<file path="src/rtl/pu_div_master_if.sv">
// Host request/response and PU write/select/output-enable signals of pu_div_master.
// master: the pu_div_master side; slave: the host together with the PU.
interface pu_div_master_if #(
  parameter int DATA_WIDTH = 32,
  parameter int ATTR_WIDTH = 4
);
  logic                  req_valid;
  logic                  req_ready;
  logic [DATA_WIDTH-1:0] req_numer;
  logic [DATA_WIDTH-1:0] req_denom;
  logic [1:0]            req_attr;
  logic                  resp_valid;
  logic                  resp_ready;
  logic [DATA_WIDTH-1:0] resp_quot;
  logic [DATA_WIDTH-1:0] resp_rem;
  logic                  resp_invalid;
  logic                  signal_wr;
  logic                  signal_sel;
  logic [DATA_WIDTH-1:0] pu_data_out;
  logic [ATTR_WIDTH:0]   pu_attr_out;
  logic                  res_select;
  logic                  signal_oe;
  logic [DATA_WIDTH-1:0] pu_data_in;
  logic [ATTR_WIDTH:0]   pu_attr_in;

  modport master (
    input  req_valid, req_numer, req_denom, req_attr, resp_ready, pu_data_in, pu_attr_in,
    output req_ready, resp_valid, resp_quot, resp_rem, resp_invalid,
           signal_wr, signal_sel, pu_data_out, pu_attr_out, res_select, signal_oe
  );

  modport slave (
    output req_valid, req_numer, req_denom, req_attr, resp_ready, pu_data_in, pu_attr_in,
    input  req_ready, resp_valid, resp_quot, resp_rem, resp_invalid,
           signal_wr, signal_sel, pu_data_out, pu_attr_out, res_select, signal_oe
  );
endinterface

</file>
<file path="src/rtl/pu_div_master.sv">
// Valid/ready front end that runs one divide on a pu_div unit over the write/select/oe bus.
// Optional PU_DIV_MASTER_ZERO_CHECK_EN: zero denominators are answered locally without PU traffic.
module pu_div_master #(
  parameter int DATA_WIDTH  = 32,
  parameter int ATTR_WIDTH  = 4,
  parameter int INVALID     = 0,
  parameter int WAIT_CYCLES = 6
) (
  input  logic            clk,
  input  logic            rst,
  pu_div_master_if.master bus
);
  localparam int CNT_W    = (WAIT_CYCLES < 1) ? 1 : $clog2(WAIT_CYCLES + 1);
  localparam int CNT_LOAD = (WAIT_CYCLES > 0) ? WAIT_CYCLES - 1 : 0;

  typedef enum logic [3:0] {
    IDLE, WR_NUM, WR_DEN, WAIT, RD_Q0, RD_Q1, RD_R0, RD_R1, RESP
  } state_t;

  state_t                state, state_nxt;
  logic [CNT_W-1:0]      cnt;
  logic                  rst_q;
  logic                  accept;
  logic                  zero_skip;
  logic [DATA_WIDTH-1:0] numer, denom;
  logic [1:0]            attr;
  logic                  acc_inv;
  logic [DATA_WIDTH-1:0] quot, rem;
  logic                  resp_inv;

`ifdef PU_DIV_MASTER_ZERO_CHECK_EN
  assign zero_skip = (bus.req_denom == '0);
`else
  assign zero_skip = 1'b0;
`endif

  // req_ready stays low for one extra cycle after reset is released
  assign accept = bus.req_valid && (state == IDLE) && !rst_q;

  always_ff @(posedge clk) begin
    rst_q <= rst;
    if (rst) state <= IDLE;
    else     state <= state_nxt;
  end

  always_comb begin
    state_nxt = state;
    case (state)
      IDLE:    if (accept) state_nxt = zero_skip ? RESP : WR_NUM;
      WR_NUM:  state_nxt = WR_DEN;
      WR_DEN:  state_nxt = (WAIT_CYCLES == 0) ? RD_Q0 : WAIT;
      WAIT:    if (cnt == '0) state_nxt = RD_Q0;
      RD_Q0:   state_nxt = RD_Q1;
      RD_Q1:   state_nxt = RD_R0;
      RD_R0:   state_nxt = RD_R1;
      RD_R1:   state_nxt = RESP;
      RESP:    if (bus.resp_ready) state_nxt = IDLE;
      default: state_nxt = IDLE;
    endcase
  end

  always_comb begin
    bus.req_ready   = 1'b0;
    bus.resp_valid  = 1'b0;
    bus.signal_wr   = 1'b0;
    bus.signal_sel  = 1'b0;
    bus.pu_data_out = '0;
    bus.pu_attr_out = '0;
    bus.res_select  = 1'b0;
    bus.signal_oe   = 1'b0;
    case (state)
      IDLE: bus.req_ready = !rst_q;
      WR_NUM: begin
        bus.signal_wr            = 1'b1;
        bus.pu_data_out          = numer;
        bus.pu_attr_out[INVALID] = attr[0];
      end
      WR_DEN: begin
        bus.signal_wr            = 1'b1;
        bus.signal_sel           = 1'b1;
        bus.pu_data_out          = denom;
        bus.pu_attr_out[INVALID] = attr[1];
      end
      RD_Q0, RD_Q1: begin
        bus.signal_oe  = 1'b1;
        bus.res_select = 1'b1;
      end
      RD_R0, RD_R1: bus.signal_oe = 1'b1;
      RESP: bus.resp_valid = 1'b1;
      default: ;
    endcase
  end

  always_ff @(posedge clk) begin
    if (rst) begin
      cnt <= '0;
    end else if (state == WR_DEN) begin
      cnt <= CNT_W'(CNT_LOAD);
    end else if (state == WAIT && cnt != '0) begin
      cnt <= cnt - CNT_W'(1);
    end
  end

  always_ff @(posedge clk) begin
    if (accept) begin
      numer <= bus.req_numer;
      denom <= bus.req_denom;
    end
  end

  // PU presents each result in the second oe cycle, so capture at the end of RD_x1
  always_ff @(posedge clk) begin
    if (rst) begin
      attr     <= '0;
      acc_inv  <= 1'b0;
      quot     <= '0;
      rem      <= '0;
      resp_inv <= 1'b0;
    end else begin
      if (accept) begin
        attr    <= bus.req_attr;
        acc_inv <= 1'b0;
        if (zero_skip) begin
          quot     <= '0;
          rem      <= bus.req_numer;
          resp_inv <= 1'b1;
        end
      end
      if (state == RD_Q1) begin
        quot    <= bus.pu_data_in;
        acc_inv <= bus.pu_attr_in[INVALID];
      end
      if (state == RD_R1) begin
        rem      <= bus.pu_data_in;
        resp_inv <= acc_inv | bus.pu_attr_in[INVALID] | attr[0] | attr[1];
      end
    end
  end

  assign bus.resp_quot    = quot;
  assign bus.resp_rem     = rem;
  assign bus.resp_invalid = resp_inv;
endmodule

</file>
<file path="src/flat_wrapper.sv">
// flat-port wrapper written by rule: the top's interface ports become plain ports
module pu_div_master_flat 
#(
  parameter int DATA_WIDTH  = 32,
  parameter int ATTR_WIDTH  = 4,
  parameter int INVALID     = 0,
  parameter int WAIT_CYCLES = 6
)
  (clk, rst, bus_req_valid, bus_req_numer, bus_req_denom, bus_req_attr, bus_resp_ready, bus_pu_data_in, bus_pu_attr_in, bus_req_ready, bus_resp_valid, bus_resp_quot, bus_resp_rem, bus_resp_invalid, bus_signal_wr, bus_signal_sel, bus_pu_data_out, bus_pu_attr_out, bus_res_select, bus_signal_oe);
  pu_div_master_if #(.DATA_WIDTH(DATA_WIDTH), .ATTR_WIDTH(ATTR_WIDTH)) bus_i ();
  input  logic clk;
  input  logic rst;
  input wire logic [$bits(bus_i.req_valid)-1:0] bus_req_valid;
  input wire logic [$bits(bus_i.req_numer)-1:0] bus_req_numer;
  input wire logic [$bits(bus_i.req_denom)-1:0] bus_req_denom;
  input wire logic [$bits(bus_i.req_attr)-1:0] bus_req_attr;
  input wire logic [$bits(bus_i.resp_ready)-1:0] bus_resp_ready;
  input wire logic [$bits(bus_i.pu_data_in)-1:0] bus_pu_data_in;
  input wire logic [$bits(bus_i.pu_attr_in)-1:0] bus_pu_attr_in;
  output wire logic [$bits(bus_i.req_ready)-1:0] bus_req_ready;
  output wire logic [$bits(bus_i.resp_valid)-1:0] bus_resp_valid;
  output wire logic [$bits(bus_i.resp_quot)-1:0] bus_resp_quot;
  output wire logic [$bits(bus_i.resp_rem)-1:0] bus_resp_rem;
  output wire logic [$bits(bus_i.resp_invalid)-1:0] bus_resp_invalid;
  output wire logic [$bits(bus_i.signal_wr)-1:0] bus_signal_wr;
  output wire logic [$bits(bus_i.signal_sel)-1:0] bus_signal_sel;
  output wire logic [$bits(bus_i.pu_data_out)-1:0] bus_pu_data_out;
  output wire logic [$bits(bus_i.pu_attr_out)-1:0] bus_pu_attr_out;
  output wire logic [$bits(bus_i.res_select)-1:0] bus_res_select;
  output wire logic [$bits(bus_i.signal_oe)-1:0] bus_signal_oe;
  assign bus_i.req_valid = bus_req_valid;
  assign bus_i.req_numer = bus_req_numer;
  assign bus_i.req_denom = bus_req_denom;
  assign bus_i.req_attr = bus_req_attr;
  assign bus_i.resp_ready = bus_resp_ready;
  assign bus_i.pu_data_in = bus_pu_data_in;
  assign bus_i.pu_attr_in = bus_pu_attr_in;
  assign bus_req_ready = bus_i.req_ready;
  assign bus_resp_valid = bus_i.resp_valid;
  assign bus_resp_quot = bus_i.resp_quot;
  assign bus_resp_rem = bus_i.resp_rem;
  assign bus_resp_invalid = bus_i.resp_invalid;
  assign bus_signal_wr = bus_i.signal_wr;
  assign bus_signal_sel = bus_i.signal_sel;
  assign bus_pu_data_out = bus_i.pu_data_out;
  assign bus_pu_attr_out = bus_i.pu_attr_out;
  assign bus_res_select = bus_i.res_select;
  assign bus_signal_oe = bus_i.signal_oe;
  pu_div_master #(.DATA_WIDTH(DATA_WIDTH), .ATTR_WIDTH(ATTR_WIDTH), .INVALID(INVALID), .WAIT_CYCLES(WAIT_CYCLES)) u_core (.clk(clk), .rst(rst), .bus(bus_i));
endmodule
</file>
<file path="config.mk">
export PLATFORM = sky130hd
export DESIGN_NAME = pu_div_master_flat
export DESIGN_NICKNAME = d
export VERILOG_FILES = /design/src/rtl/pu_div_master_if.sv /design/src/rtl/pu_div_master.sv /design/src/flat_wrapper.sv
export SDC_FILE = /design/constraint.sdc
export NUM_CORES = 1
export LEC_CHECK = 0
export ABC_AREA = 1
export CAP_MARGIN = 10
export CORE_MARGIN = 10
export CORE_UTILIZATION = 43
export CTS_CLUSTER_SIZE = 16
export DETAILED_ROUTE_END_ITERATION = 8
export GPL_TIMING_DRIVEN = 0
export PLACE_DENSITY = 0.8
export SLEW_MARGIN = 20
export SYNTH_ARGS = -nofsm -noshare
export SYNTH_HDL_FRONTEND = slang
export SYNTH_SLANG_ARGS = --single-unit
</file>
<file path="constraint.sdc">
create_clock -name clk -period 3.8 [get_ports clk]
set_clock_uncertainty 0.2 [all_clocks]
set_input_delay 0.95 -clock clk [delete_from_list [all_inputs] [get_ports clk]]
set_output_delay 0.95 -clock clk [all_outputs]
set_load 0.005 [all_outputs]
</file>
# == Word level (Yosys, flattened, before mapping) ==
# Cells that the tools add are included.
# totals
reg_bits,140
latch_bits,0
mem_bits_rw,0
romBits,0
out_inout_bits,108
word_cells,56
memories,0
# classes
addsub,1
n_mul,0
div,0
order_cmp,0
eq_ne,11
shift,0
n_mux,16
n_bitwise,3
reduce_logical,14
# ops
cell,n
$pmux 32 s2,1
$pmux 4 s9,1
$eq 4x3->1 const B,4
$mux 4,3
$eq 4x2->1 const B,2
$mux 1,8
$mux 3,2
$reduce_or 2->1,3
$eq 4x1->1 const B,1
$eq 4x4->1 const B,1
$logic_not 4->1,1
$ne 2x1->1 const B,2
$reduce_bool 2->1,2
$reduce_or 4->1,1
$logic_and 1x1->1,3
$logic_not 3->1,1
$or 1x1->1,3
$reduce_and 3->1,1
$reduce_bool 3->1,1
$sub 3x1->3 const B,1
$ne 2x2->1 const B,1
$pmux 1 s2,1
$logic_not 1->1,1

# == Longest topological paths before layout ==
# logic_depth
ltp_word,5
depth_mapped,9

# == Least setup slack after synthesis ==
# No wires, ideal clock.
# synth_path
kind,input to register
startpoint,input port bus_req_valid
endpoint,register u_core.denom[0] (enable)
setup_time_ps,752
arrival_time_ps,2267
required_time_ps,2848
slack_ps,582
cell_stages,2
cell_sequence,nand2_1 -> clkinv_1
# synth_via
elab_chain_cells,2
# synth_rtl
element,line_no,source
start: declaration,flat_wrapper.sv:13,input wire logic [$bits(bus_i.req_valid)-1:0] bus_req_valid;
$logic_and 1x1->1 (2 in a row),pu_div_master.sv:38,assign accept = bus.req_valid && (state == IDLE) && !rst_q;
via u_core.accept,pu_div_master.sv:23,logic accept;
end signal: assignment,pu_div_master.sv:107,denom <= bus.req_denom;
end: declaration,pu_div_master.sv:25,"logic [DATA_WIDTH-1:0] numer, denom;"
# The timed path passes the listed nets, and every way through them passes these cells.
# A chain may end at the register's enable or synchronous reset.

# == Final worst setup path ==
# layout_path
startpoint,register u_core.state[0]
endpoint,output port bus_pu_attr_out[0]
# layout_via
elab_chain_cells,2
elab_cells_between_ends,3
cone_classes,2 x eq/ne; 1 x mux
# layout_rtl
element,line_no,source
start: declaration,pu_div_master.sv:20,"state_t state, state_nxt;"
start signal: assignment,pu_div_master.sv:43,else state <= state_nxt;
$eq 4x2->1 / $eq 4x1->1 (equally long branches),pu_div_master.sv:71,case (state)
$pmux 1 s2 (*),pu_div_master.sv:71,
end: declaration,flat_wrapper.sv:28,output wire logic [$bits(bus_i.pu_attr_out)-1:0] bus_pu_attr_out;
# Every way passes the cells marked *; elsewhere a longest branch is shown, timed or not.

==> results_dict.tcl <==
set metrics [dict create \
    status "finished clean" \
    leakage_uw 0.00303 \
    cts-resized-gates 0 \
    first_pass_iters 4 \
    p_int_uw 3030 \
    min_path_type "flip-flop to flip-flop" \
    htree_levels 4 \
    drive_above_1_share_pct 8.32 \
    drc 0 \
    switching_share_pct 24.5 \
    portBuffers 206 \
    avgSynthCellArea_um2 10.8 \
    cts_buffer_depth 2 \
    synth_edf_count 64 \
    grt_max_degree 37 \
    hold_violations 0 \
    synth_seq_cells 140 \
    synth-compound-area-share_pct 13.9 \
    yosysTopAreaCell "edfxtp_1" \
    pin_count 215 \
    drt-total-wl_um 16100 \
    fin_crit_sh_pct 91.0 \
    post_cts_buffers 0 \
    avgRoutedWirePerCell_um 18.5 \
    tightest_slew_ps 525 \
    dp_hpwl_um 12300 \
    syn_to_final_growth_pct 53.5 \
    die_h_um 130 \
    rows 40 \
    pwr_density_cell_nw_per_um2 501 \
    synth_area_leaders "edfxtp_1, dfxtp_1, nor2_1, a32o_1, o21ai_0" \
    synth_seq_area_share_pct 66.1 \
    muxShareOfSynthArea_pct 0 \
    detail-route-antenna-nets 0 \
    period_needed_ps 3460 \
    gp_congestion 0.828 \
    async_reset_ff_share_pct 0 \
    synth_top_family_by_area "simple AND/OR/NAND/NOR gates" \
    synth_common_cells "nor2_1, dfxtp_1, edfxtp_1" \
    cp_data_required_time_ps 2650 \
    cts_hold_buffers 0 \
    dpl.cell_count 838 \
    cts_inserted_buffers 17 \
    synth-main-ff-cell "dfxtp_1" \
    rsz0062_at_grt "no" \
    die_w_um 130 \
    max_cap_violations 0 \
    fmax_mhz 289 \
    grt_pass1_vias 4596 \
    synthSimpleGateAreaFrac_pct 14.1 \
    critPathArrivalTime_ps 2310 \
    startpoint_type "flip-flop" \
    critPathKind "flip-flop to primary output" \
    vias 4354 \
    finalNonFillerCells 868 \
    synthCells 481 \
    synth_most_common_cell "nor2_1" \
    synthXorXnorAreaFrac_pct 0 \
    synth_adder_area_share_pct 0.480 \
    synth.distinct_cells 32 \
    drt_iter0_drc 286 \
    synth_top_area_share_pct 36.9 \
    grtUsageTotal_pct 19.2 \
    core_um2 12000 \
    yosysWarnings 0 \
    vias_per_cell 5.02 \
    grt_pass1_wl_um 24700 \
    initial_core_util_pct 43.6 \
    clkPwrFrac_pct 35.9 \
    seqPwrFrac_pct 43.2 \
    fill_cells 935 \
    root_buffer "clkbuf_16" \
    dieArea_um2 16900 \
    num_antenna_cells 0 \
    slew_viol_final 0 \
    setup_viol 0 \
    nets 819 \
    slew_headroom_pct 64.9 \
    clk_pin_slew_ps 50 \
    cts.sinks 140 \
    power.switching_uw 981 \
    clk-insertion-delay-late_ps 400 \
    cts_tree "built" \
    grt_overflow_total 0 \
    end_kind "primary output" \
    crit_fanout 10 \
    fin_setup_tns_ps 0 \
    antenna_found_initial 0 \
    syn_area_um2 5210 \
    combPwrFrac_pct 21.0 \
    worst_ir_drop_vdd_uv 322 \
]
## stage by stage
stage,instance area [um^2],util [%],hold slack (ps),worst slack (ps),power (uW)
after CTS,8000,66.9,271,293,4060
final,8000,66.9,264,340,4010
after floorplan,5220,-,238,582,2120
after detailed placement,7490,62.6,263,737,2610
after global placement,7470,62.4,255,-582,2590
after global routing,8000,66.9,304,174,4190
## routing by layer
metal | wire length [um] | share of wire, % | GRT usage (%) | up-vias
li1 | - | - | - | 2126
met1 | 5840 | 36 | 20.3 | 2029
met5 | 0 | 0 | 0 | -
met3 | 2580 | 16 | 12.0 | 11
met4 | 133 | 0.83 | 6.15 | 0
met2 | 7540 | 47 | 31.0 | 188
## registers in the layout (all words and copies together), names as in the netlist, 2 cells and up
register              flops
u_core.attr               2
u_core.bus.resp_quot     32
u_core.bus.resp_rem      32
u_core.cnt                3
u_core.denom             32
u_core.numer             32
u_core.state              4
## layout make-up
class                   instances  area (um^2)  area share (%)
flip-flops and latches        140         3440            43.1
clock inverters                 4         20.0           0.250
clock buffers                  26          489            6.12
inverters                      20         78.8           0.986
multi-input cells             291         1500            18.7
repair buffers                207         2080            26.0
plain buffers                  33          205            2.57
well taps                     147          184            2.30
## placed cells by master (no fill, tap or decap)
cell type / synthesis / routed
a21oi_1: 4 / 4
a21oi_2: 1 / 1
a32o_1: 33 / 33
and3_1: 1 / 1
buf_12: 0 / 1
buf_2: 4 / 4
buf_4: 6 / 6
buf_6: 7 / 7
clkbuf_1: 15 / 21
clkbuf_16: 0 / 17
clkbuf_2: 1 / 1
clkbuf_8: 0 / 3
clkdlybuf4s50_1: 0 / 206
clkinv_2: 0 / 5
conb_1: 1 / 4
dfxtp_1: 76 / 76
edfxtp_1: 64 / 64
ha_1: 2 / 2
inv_1: 14 / 14
inv_2: 4 / 4
inv_4: 1 / 1
nand2_1: 14 / 14
nand2_2: 2 / 2
nand2_4: 1 / 1
nand3_1: 5 / 5
nand3_2: 2 / 2
nand4_1: 1 / 1
nor2_1: 142 / 142
nor2_2: 2 / 2
nor2_4: 2 / 2
nor2_8: 1 / 1
nor3_1: 1 / 1
nor4_1: 1 / 1
o211ai_1: 1 / 1
o21ai_0: 63 / 63
o21ai_1: 8 / 8
## critical path, stage by stage, from the launching register on
cell             delay [ps]
dfxtp_1                 360
inv_1                   100
nor2_4                  240
clkbuf_1                440
a32o_1                  230
clkdlybuf4s50_1         530
## power by group through the flow
stage               logic, uW  clock network [uW]  registers (uW)
CTS                       852                1470            1730
global placement          822                   0            1760
detailed placement        849                   0            1760
floorplan                 361                   0            1760
global route              913                1540            1740
finish                    841                1440            1730
## cell families (layout without fill, tap and decap cells)
group / after synthesis / after routing
adder cells (fa/ha/maj): 2 / 2
AO/OA/AOI/OAI: 110 / 110
flip-flops: 140 / 140
buffers and inverters: 53 / 290
AND/OR/NAND/NOR: 175 / 175
other: 1 / 4
## worst paths after layout
check	from	end	slack, ps	cells past startpoint
setup / recovery	u_core.state[0]	bus_pu_attr_out[0]	340	5
hold / removal	u_core.acc_inv	u_core.acc_inv	260	2
setup reg to reg	u_core.state[3]	u_core.numer[20]	1560	7
hold reg to reg	u_core.acc_inv	u_core.acc_inv	260	2
No activity file was read; power rests on OpenSTA's default activity.
